[config.mk]
export PLATFORM = sky130hd
export DESIGN_NAME = lsu_mem_port_flat
export DESIGN_NICKNAME = d
export VERILOG_FILES = /design/src/rtl/lsu_mem_port_pkg.sv /design/src/rtl/lsu_mem_port_if.sv /design/src/rtl/lsu_mem_port_lane_align.sv /design/src/rtl/lsu_mem_port.sv /design/src/flat_wrapper.sv
export SDC_FILE = /design/constraint.sdc
export NUM_CORES = 1
export LEC_CHECK = 0
export CAP_MARGIN = 20
export CORE_MARGIN = 4
export CORE_UTILIZATION = 30
export CTS_BUF_LIST = sky130_fd_sc_hd__clkbuf_4 sky130_fd_sc_hd__clkbuf_8
export DETAILED_ROUTE_END_ITERATION = 12
export PLACE_DENSITY = 0.61
export SYNTH_ARGS = -nofsm -noshare
export SYNTH_HDL_FRONTEND = slang
export SYNTH_SLANG_ARGS = --single-unit
[constraint.sdc]
create_clock -name clk -period 2.6 [get_ports clk]
set_clock_uncertainty 0.1 [all_clocks]
set_input_delay 0.39 -clock clk [delete_from_list [all_inputs] [get_ports clk]]
set_output_delay 0.39 -clock clk [all_outputs]
set_load 0.1 [all_outputs]
[src/rtl/lsu_mem_port_pkg.sv]
// lsu_mem_port_pkg
//   Shared types for the load/store memory port: op_PMEM size codes,
//   sign-extension codes, FSM state encoding, the latched request record
//   and small helpers for lane masks and alignment.
package lsu_mem_port_pkg;

    // op_PMEM size codes
    localparam logic [7:0] SZ_BYTE      = 8'h00;
    localparam logic [7:0] SZ_HALF_WORD = 8'h01;
    localparam logic [7:0] SZ_WORD      = 8'h02;

    // op_load_sext codes (2'b11 behaves as zero-extend)
    localparam logic [1:0] SEXT_NONE = 2'b00;
    localparam logic [1:0] SEXT_BYTE = 2'b01;
    localparam logic [1:0] SEXT_HALF = 2'b10;

    typedef enum logic [1:0] {
        LSU_IDLE   = 2'd0,
        LSU_ACCESS = 2'd1,
        LSU_RESP   = 2'd2
    } lsu_state_e;

    typedef struct packed {
        logic        we;
        logic [31:0] addr;
        logic [31:0] wdata;
        logic [7:0]  size;
        logic [1:0]  sext;
    } lsu_req_t;

    // Byte-lane mask of an access at offset 0; unknown codes act as BYTE.
    function automatic logic [3:0] size_mask(input logic [7:0] size);
        case (size)
            SZ_HALF_WORD: return 4'b0011;
            SZ_WORD:      return 4'b1111;
            default:      return 4'b0001;
        endcase
    endfunction

    function automatic logic is_misaligned(input logic [7:0] size, input logic [1:0] off);
        case (size)
            SZ_HALF_WORD: return off[0];
            SZ_WORD:      return off != 2'b00;
            default:      return 1'b0;
        endcase
    endfunction

endpackage

[src/rtl/lsu_mem_port_if.sv]
// lsu_mem_port_if
//   Request/response handshake with the control unit plus the word-aligned
//   data-memory bus.
//   slave  : the LSU memory port (accepts requests, drives the memory bus)
//   master : the environment (control unit + memory model)
interface lsu_mem_port_if;
    // control-unit request
    logic        req_valid;
    logic        req_ready;
    logic        req_load;
    logic        req_store;
    logic [31:0] req_addr;
    logic [31:0] req_wdata;
    logic [7:0]  req_size;
    logic [1:0]  req_sext;
    // write-back response
    logic        resp_valid;
    logic [31:0] resp_rdata;
    logic        resp_err;
    // data-memory bus
    logic        mem_req;
    logic        mem_we;
    logic [31:0] mem_addr;
    logic [31:0] mem_wdata;
    logic [3:0]  mem_wmask;
    logic        mem_ack;
    logic [31:0] mem_rdata;

    modport slave (
        input  req_valid, req_load, req_store, req_addr, req_wdata, req_size, req_sext,
        output req_ready,
        output resp_valid, resp_rdata, resp_err,
        output mem_req, mem_we, mem_addr, mem_wdata, mem_wmask,
        input  mem_ack, mem_rdata
    );

    modport master (
        output req_valid, req_load, req_store, req_addr, req_wdata, req_size, req_sext,
        input  req_ready,
        input  resp_valid, resp_rdata, resp_err,
        input  mem_req, mem_we, mem_addr, mem_wdata, mem_wmask,
        output mem_ack, mem_rdata
    );
endinterface

[src/rtl/lsu_mem_port_lane_align.sv]
// lsu_lane_align
//   Combinational byte-lane steering for one access.
//   off/size/sext/we : latched access attributes
//   wdata  -> wdata_sh  : store data moved up to its byte lane
//   wmask              : write lane enables (0 for reads); lanes past byte 3 drop
//   rdata  -> rdata_ext : read word shifted down, masked to size, then extended
module lsu_lane_align
    import lsu_mem_port_pkg::*;
(
    input  logic [1:0]  off,
    input  logic [7:0]  size,
    input  logic [1:0]  sext,
    input  logic        we,
    input  logic [31:0] wdata,
    input  logic [31:0] rdata,
    output logic [3:0]  wmask,
    output logic [31:0] wdata_sh,
    output logic [31:0] rdata_ext
);
    logic [31:0] rd_sh;
    logic [31:0] rd_msk;

    always_comb begin
        wmask    = we ? (size_mask(size) << off) : 4'b0000;
        wdata_sh = wdata << {off, 3'b000};
        rd_sh    = rdata >> {off, 3'b000};

        case (size)
            SZ_HALF_WORD: rd_msk = {16'h0000, rd_sh[15:0]};
            SZ_WORD:      rd_msk = rd_sh;
            default:      rd_msk = {24'h000000, rd_sh[7:0]};
        endcase

        // Extension width follows the sext code, not the size code.
        case (sext)
            SEXT_BYTE: rdata_ext = {{24{rd_msk[7]}}, rd_msk[7:0]};
            SEXT_HALF: rdata_ext = {{16{rd_msk[15]}}, rd_msk[15:0]};
            default:   rdata_ext = rd_msk;
        endcase
    end
endmodule

[src/rtl/lsu_mem_port.sv]
// lsu_mem_port
//   Memory-side responder for load/store requests from the control unit.
//   Latches one request, drives a word-aligned memory access until mem_ack
//   (or timeout), then pulses a one-cycle response with extended load data.
//   Ports: clk, rst (sync, active-high), bus (lsu_mem_port_if.slave).
//   Parameter: TIMEOUT_CYC - ACCESS cycles without ack before erroring out;
//              0 disables the timeout.
//   Build option: MISALIGN_CHECK_EN - reject misaligned HALF_WORD/WORD
//              accesses with an error instead of issuing them.
module lsu_mem_port
    import lsu_mem_port_pkg::*;
#(
    parameter int TIMEOUT_CYC = 16
)(
    input logic           clk,
    input logic           rst,
    lsu_mem_port_if.slave bus
);
    localparam bit TO_EN = (TIMEOUT_CYC > 0);

    lsu_state_e  state;
    lsu_req_t    cur;
    logic [15:0] cyc_cnt;
    logic [31:0] rdata_ext;
    logic [31:0] wdata_sh;
    logic [3:0]  wmask;
    logic        accept, one_op, conflict, bad_align, timeout_hit;

    lsu_lane_align u_align (
        .off      (cur.addr[1:0]),
        .size     (cur.size),
        .sext     (cur.sext),
        .we       (cur.we),
        .wdata    (cur.wdata),
        .rdata    (bus.mem_rdata),
        .wmask    (wmask),
        .wdata_sh (wdata_sh),
        .rdata_ext(rdata_ext)
    );

    // Bus address/data come straight from the latched request, so they are
    // stable for the whole ACCESS phase.
    assign bus.mem_we    = cur.we;
    assign bus.mem_addr  = {cur.addr[31:2], 2'b00};
    assign bus.mem_wdata = wdata_sh;
    assign bus.mem_wmask = wmask;

    assign accept   = bus.req_valid && bus.req_ready;
    assign one_op   = bus.req_load ^ bus.req_store;
    assign conflict = bus.req_load & bus.req_store;

`ifdef MISALIGN_CHECK_EN
    assign bad_align = is_misaligned(bus.req_size, bus.req_addr[1:0]);
`else
    assign bad_align = 1'b0;
`endif

    assign timeout_hit = TO_EN && (cyc_cnt == 16'(TIMEOUT_CYC - 1));

    always_ff @(posedge clk) begin
        if (rst) begin
            state          <= LSU_IDLE;
            cur            <= '0;
            cyc_cnt        <= '0;
            bus.req_ready  <= 1'b0;
            bus.resp_valid <= 1'b0;
            bus.resp_rdata <= '0;
            bus.resp_err   <= 1'b0;
            bus.mem_req    <= 1'b0;
        end else begin
            bus.resp_valid <= 1'b0;
            case (state)
                LSU_IDLE: begin
                    bus.req_ready <= 1'b1;
                    if (accept) begin
                        if (conflict || (one_op && bad_align)) begin
                            // rejected without touching the bus
                            bus.req_ready  <= 1'b0;
                            bus.resp_valid <= 1'b1;
                            bus.resp_err   <= 1'b1;
                            bus.resp_rdata <= '0;
                            state          <= LSU_RESP;
                        end else if (one_op) begin
                            bus.req_ready <= 1'b0;
                            bus.mem_req   <= 1'b1;
                            cyc_cnt       <= '0;
                            cur           <= '{we:    bus.req_store,
                                               addr:  bus.req_addr,
                                               wdata: bus.req_wdata,
                                               size:  bus.req_size,
                                               sext:  bus.req_sext};
                            state         <= LSU_ACCESS;
                        end
                    end
                end
                LSU_ACCESS: begin
                    // ack wins over a timeout landing in the same cycle
                    if (bus.mem_ack) begin
                        bus.mem_req    <= 1'b0;
                        bus.resp_valid <= 1'b1;
                        bus.resp_err   <= 1'b0;
                        bus.resp_rdata <= cur.we ? 32'h0 : rdata_ext;
                        state          <= LSU_RESP;
                    end else if (timeout_hit) begin
                        bus.mem_req    <= 1'b0;
                        bus.resp_valid <= 1'b1;
                        bus.resp_err   <= 1'b1;
                        bus.resp_rdata <= '0;
                        state          <= LSU_RESP;
                    end else if (TO_EN) begin
                        cyc_cnt <= cyc_cnt + 16'd1;
                    end
                end
                LSU_RESP: begin
                    bus.req_ready <= 1'b1;
                    state         <= LSU_IDLE;
                end
                default: state <= LSU_IDLE;
            endcase
        end
    end
endmodule

[src/flat_wrapper.sv]
// flat-port wrapper written by rule: the top's interface ports become plain ports
module lsu_mem_port_flat import lsu_mem_port_pkg::*;
#(
    parameter int TIMEOUT_CYC = 16
)
  (clk, rst, bus_req_valid, bus_req_load, bus_req_store, bus_req_addr, bus_req_wdata, bus_req_size, bus_req_sext, bus_req_ready, bus_resp_valid, bus_resp_rdata, bus_resp_err, bus_mem_req, bus_mem_we, bus_mem_addr, bus_mem_wdata, bus_mem_wmask, bus_mem_ack, bus_mem_rdata);
  lsu_mem_port_if bus_i ();
  input logic clk;
  input logic rst;
  input wire logic [$bits(bus_i.req_valid)-1:0] bus_req_valid;
  input wire logic [$bits(bus_i.req_load)-1:0] bus_req_load;
  input wire logic [$bits(bus_i.req_store)-1:0] bus_req_store;
  input wire logic [$bits(bus_i.req_addr)-1:0] bus_req_addr;
  input wire logic [$bits(bus_i.req_wdata)-1:0] bus_req_wdata;
  input wire logic [$bits(bus_i.req_size)-1:0] bus_req_size;
  input wire logic [$bits(bus_i.req_sext)-1:0] bus_req_sext;
  output wire logic [$bits(bus_i.req_ready)-1:0] bus_req_ready;
  output wire logic [$bits(bus_i.resp_valid)-1:0] bus_resp_valid;
  output wire logic [$bits(bus_i.resp_rdata)-1:0] bus_resp_rdata;
  output wire logic [$bits(bus_i.resp_err)-1:0] bus_resp_err;
  output wire logic [$bits(bus_i.mem_req)-1:0] bus_mem_req;
  output wire logic [$bits(bus_i.mem_we)-1:0] bus_mem_we;
  output wire logic [$bits(bus_i.mem_addr)-1:0] bus_mem_addr;
  output wire logic [$bits(bus_i.mem_wdata)-1:0] bus_mem_wdata;
  output wire logic [$bits(bus_i.mem_wmask)-1:0] bus_mem_wmask;
  input wire logic [$bits(bus_i.mem_ack)-1:0] bus_mem_ack;
  input wire logic [$bits(bus_i.mem_rdata)-1:0] bus_mem_rdata;
  assign bus_i.req_valid = bus_req_valid;
  assign bus_i.req_load = bus_req_load;
  assign bus_i.req_store = bus_req_store;
  assign bus_i.req_addr = bus_req_addr;
  assign bus_i.req_wdata = bus_req_wdata;
  assign bus_i.req_size = bus_req_size;
  assign bus_i.req_sext = bus_req_sext;
  assign bus_req_ready = bus_i.req_ready;
  assign bus_resp_valid = bus_i.resp_valid;
  assign bus_resp_rdata = bus_i.resp_rdata;
  assign bus_resp_err = bus_i.resp_err;
  assign bus_mem_req = bus_i.mem_req;
  assign bus_mem_we = bus_i.mem_we;
  assign bus_mem_addr = bus_i.mem_addr;
  assign bus_mem_wdata = bus_i.mem_wdata;
  assign bus_mem_wmask = bus_i.mem_wmask;
  assign bus_i.mem_ack = bus_mem_ack;
  assign bus_i.mem_rdata = bus_mem_rdata;
  lsu_mem_port #(.TIMEOUT_CYC(TIMEOUT_CYC)) u_core (.clk(clk), .rst(rst), .bus(bus_i));
endmodule
* Yosys cells after proc, flatten, opt, wreduce, memory -nomap -nowiden *
Cells that the tools add are included.

cells by class
  shift operators = 3
  reduce and logical (&&, ||, !) cells = 9
  $add $sub $neg = 1
  muxes and demuxes = 42
  equality and inequality tests = 15
  bitwise logic cells = 3

operators by type and width
  operator                                              number
  one-hot mux 32 bit (2 select lines)                   3
  two-way mux 32 bit                                    5
  two-way mux 16 bit                                    5
  one-hot mux 16 bit (2 select lines)                   1
  << shifter 32 x 5 -> 32 bit                           1
  >> shifter 32 x 5 -> 32 bit                           1
  adder 16 x 1 -> 16 bit, second input constant         1
  equality test 16 x 4 -> 1 bit, second input constant  1
  two-way mux 1 bit                                     16
  two-way mux 2 bit                                     5
  equality test 8 x 1 -> 1 bit, second input constant   1
  equality test 8 x 2 -> 1 bit, second input constant   1
  one-hot mux 1 bit (2 select lines)                    4
  one-hot mux 4 bit (2 select lines)                    1
  AND reduction 4 bit                                   2
  != test 2 x 1 -> 1 bit, second input constant         3
  != test 2 bit, second input constant                  3
  AND reduction 6 bit                                   1
  AND reduction 5 bit                                   1
  equality test 2 x 1 -> 1 bit, second input constant   2
  equality test 2 bit, second input constant            2
  two-way mux 4 bit                                     1
  one-hot mux 2 bit (2 select lines)                    1
  nonzero test 2 bit                                    2
  other kinds (9)                                       9

word-level totals
  word-level logic and storage cells = 85
  bits of input ports = 112
  output and inout bits = 105
  register bits = 129

* Logic depth before layout (Yosys ltp) *
  word-level depth = 6
  mapped depth = 8
  depth with buffers taken out = 6

* Hierarchy *
From an unflattened synthesis, not the netlist that was laid out.

unflattened totals
  cell total of the unflattened synthesis = 968
  area, all modules = 7050.5 um2

modules (own cells, without submodules)
  module          seq. area each (um2)  cells an instance  instances  area an instance (um2)
  lsu_mem_port    2582.5                761                1          5715.5
  lsu_lane_align  0.0                   207                1          1335.0

* Worst setup path after synthesis *
OpenSTA, ideal clock, no wires.

  path kind = reg2out
  start point = register u_core.cur[43] (netlist bit)
  end point = output bus_mem_wdata[23]
  stages on the path, launching flop included = 6
  required time = 2.110 ns
  data arrival time = 3.380 ns
  path buffers = 3
  setup slack = -1.270 ns
  cell sequence = dfxtp_1 -> buf_2 -> buf_1 -> buf_1 -> mux2i_1 -> o21ai_0

between the ends
  word-level cells in the longest chain between the ends = 1

RTL lines
  item                         RTL line                       text
  start: declaration           lsu_mem_port.sv:22             lsu_req_t cur;
  start signal: assignment     lsu_mem_port.sv:87             cur <= '{we: bus.req_store,
  << shifter 32 x 5 -> 32 bit  lsu_mem_port_lane_align.sv:25  wdata_sh = wdata << {off, 3'b000};
  end: declaration             flat_wrapper.sv:24             output wire logic [$bits(bus_i.mem_wdata)-1:0] bus_mem_wdata;

Every way passes these cells.

* Worst setup path after layout *
  start point = register u_core.cur[43] (netlist bit)
  end point = output bus_mem_wdata[19]

The elaborated chain is that of the path after synthesis.

==> impl_metrics.json <==
{
  "status": "finished, final reports clean",
  "fin_hold_ws_ns": 0.198,
  "cp_num_buf_inv": 2,
  "reg2reg_slack_ns": 0.38,
  "seqCellArea_um2": 2590,
  "synth_edf_count": 0,
  "drc": 0,
  "port_buffers": 214,
  "die_y_um": 151,
  "die_area_um2": 22700,
  "cp.required_ns": 2.11,
  "gp_congestion": 0.804,
  "io_pins": 217,
  "synthFlopType": "dfxtp_1",
  "ys_types": 47,
  "grt_pass1_vias": 5607,
  "placed_cells": 1194,
  "cts_resized": 0,
  "synth_cells": 774,
  "arrival_ns": 1.97,
  "die_x_um": 151,
  "cp_num_cells": 4,
  "yosysTopAreaCell": "dfxtp_1",
  "r2r-start": "u_core.cyc_cnt[0]",
  "grt_max_degree": 61,
  "hold_viol_final": 0,
  "slew-limit-headroom_pct": 62.9,
  "cp_top_family": "multiplexers",
  "fin_ws_ns": 0.135,
  "worst-path-max-fanout": 43,
  "crit_chain": "buf_12, mux2i_1, o21ai_2, buf_12",
  "synthXorXnorAreaFrac_pct": 0.286,
  "design_area_um2": 9190,
  "crit_type": "flip-flop to primary output",
  "antenna_found_initial": 1,
  "drv_slew": 0,
  "setup_viol_count_final": 0,
  "drt_iter0_drc": 292,
  "place_hpwl_um": 14200,
  "clk_path_buf_depth": 2,
  "start_util_pct": 30.9,
  "syn_to_final_growth_pct": 50.3,
  "drv_cap": 0,
  "drt_wl_total_um": 19300,
  "finalNonFillerCells": 1226,
  "yosysMostFrequentCell": "nand2_1",
  "drt-pass1-iter-count": 5,
  "reg2reg_to": "u_core.bus.resp_rdata[17]",
  "layout.nets": 1065,
  "start_kind": "flip-flop",
  "cp-endpoint": "bus_mem_wdata[19]",
  "num_rows": 51,
  "coreArea_um2": 19800,
  "pre_cts_slack_ns": 0.00406,
  "synthTopCellsByArea": "dfxtp_1 (42%), nand2_1 (12%), a21oi_1 (8.7%)",
  "path_common_cell": "buf_12",
  "crit_path_end_kind": "primary output",
  "multi_input_area_um2": 3190,
  "peakVddDrop_mv": 0.294,
  "path_clk_slew_ns": 0.09,
  "synthArstFlopShare_pct": 0,
  "vias": 5875,
  "ys_ff_latch": 129,
  "synth_top_cell_area_share_pct": 42.2,
  "synth-compound-area-share_pct": 19.8,
  "min_period_ns": 2.46,
  "muxShareOfSynthArea_pct": 5.77,
  "clock_latency_ns": 0.45,
  "synth_fa_ha_area_share_pct": 1.02,
  "cts_made_buffers": 17,
  "routedWlPerCell_um": 15.7,
  "power_density_nw_per_um2": 531,
  "yosys_warnings": 0,
  "post_drt_via_cell_ratio": 4.79,
  "timing.critical_path.from": "u_core.cur[43]",
  "critical_path.max_stage_delay_ns": 0.47,
  "place_area_um2": 8760,
  "cts_htree_levels": 4,
  "nFillCells": 1937,
  "grtUsageTotal_pct": 16.5,
  "worstMarginPinSlew_ns": 0.556,
  "syn-cell-area_um2": 6120,
  "yosys-top-cells-count": "nand2_1 (190), dfxtp_1 (129), a21oi_1 (106)",
  "hold_buffers": 0,
  "yosysSeqAreaShare_pct": 42.2,
  "cts_tree": "done",
  "reg2reg_depth": 7,
  "tns_ns": 0,
  "diodes": 0,
  "layout-drive-gt1-share_pct": 20.4,
  "p_leak_nw": 3.40,
  "grt_overflow_total": 0,
  "synthSimpleGateAreaFrac_pct": 22.6,
  "grt_pass1_wl_um": 29600,
  "clock-sinks": 129,
  "synth.avg_cell_area_um2": 7.90,
  "synth_top_family_by_area": "simple AND/OR/NAND/NOR gates",
  "fin_crit_sh_pct": 94.8,
  "post_cts.repair.setup_buffers": 0,
  "crit_slowest_cell": "mux2i_1",
  "clock.fmax_ghz": 0.406,
  "ant_nets": 0,
  "cts-root-buf": "clkbuf_8",
  "grt_setup_unrepaired": "false",
  "hold_path_class": "input pin to flip-flop"
}
-- stage by stage --
step           utilization, %  power, W
2_1_floorplan               -   0.00270
3_3_place_gp             44.3   0.00309
3_5_place_dp             44.3   0.00310
4_1_cts                  46.4   0.00494
5_1_grt                  46.5   0.00507
6_report                 46.5   0.00488
-- placed cells by master, fill, tap and decap left out, types with 15 or more instances in the layout --
| cell | instances |
|---|---|
| nor2b_1 | 26 |
| clkbuf_8 | 17 |
| buf_4 | 90 |
| dfxtp_1 | 127 |
| mux2i_1 | 33 |
| nor2_1 | 24 |
| o2bb2ai_1 | 17 |
| a21oi_1 | 98 |
| clkdlybuf4s50_1 | 110 |
| buf_12 | 42 |
| nand2_1 | 190 |
| o21ai_0 | 15 |
-- layout make-up --
cell class,instances,area share [%]
Multi-Input combinational cell,547,34.7
Tap cell,265,3.61
Inverter,10,0.408
Clock buffer,17,2.54
Timing Repair Buffer,243,28.6
Clock inverter,15,1.99
Sequential cell,129,28.1
-- metal layers --
metal	GRT usage, %	wire length, um	share of wire [%]
met5	0	20	0.10
met4	3.40	161	0.83
met3	5.39	1410	7.3
met2	26.3	8880	46
met1	21.9	8820	46
-- power by group --
group          switching (W)  internal (W)
Clock               0.000869      0.000960
Sequential         0.0000346       0.00202
Combinational       0.000608      0.000388
Total                0.00151       0.00337
-- cell families after synthesis --
group,after synthesis
multiplexers,34
buffers and inverters,99
AND/OR/NAND/NOR,308
XOR/XNOR,2
adder cells (fa/ha/maj),5
flip-flops,129
AO/OA/AOI/OAI,196
other,1
-- worst reg2reg max path: cells and delay by family (launching register included) --
| family | cells | cell delay (ns) |
|---|---|---|
| AO/OA/AOI/OAI | 2 | 0.68 |
| flip-flops | 1 | 0.40 |
| AND/OR/NAND/NOR | 3 | 0.57 |
| adder cells (fa/ha/maj) | 1 | 0.20 |
| buffers and inverters | 1 | 0.17 |
-- state kept, by name, summed over array words and instances (netlist names) --
signal                 flops
u_core.cur                44
u_core.bus.resp_rdata     32
u_core.bus.mem_addr       30
u_core.cyc_cnt            16
u_core.state               2
u_core.bus.mem_req         1
u_core.bus.mem_we          1
u_core.bus.req_ready       1
u_core.bus.resp_err        1
u_core.bus.resp_valid      1
-- worst min path at each step --
stage                               from                  endpoint  slack [ns]  cells after the start
after detailed placement  u_core.cur[38]            u_core.cur[38]        0.34                      2
after CTS                            rst  u_core.bus.resp_rdata[0]        0.17                      2
after floorplan           u_core.cur[34]            u_core.cur[34]        0.33                      2
after global placement    u_core.cur[40]            u_core.cur[40]        0.34                      2
after global routing                 rst  u_core.bus.resp_rdata[5]        0.19                      2
final                                rst  u_core.bus.resp_rdata[1]        0.20                      2
Note: power is estimated with default switching activity, not from simulation.
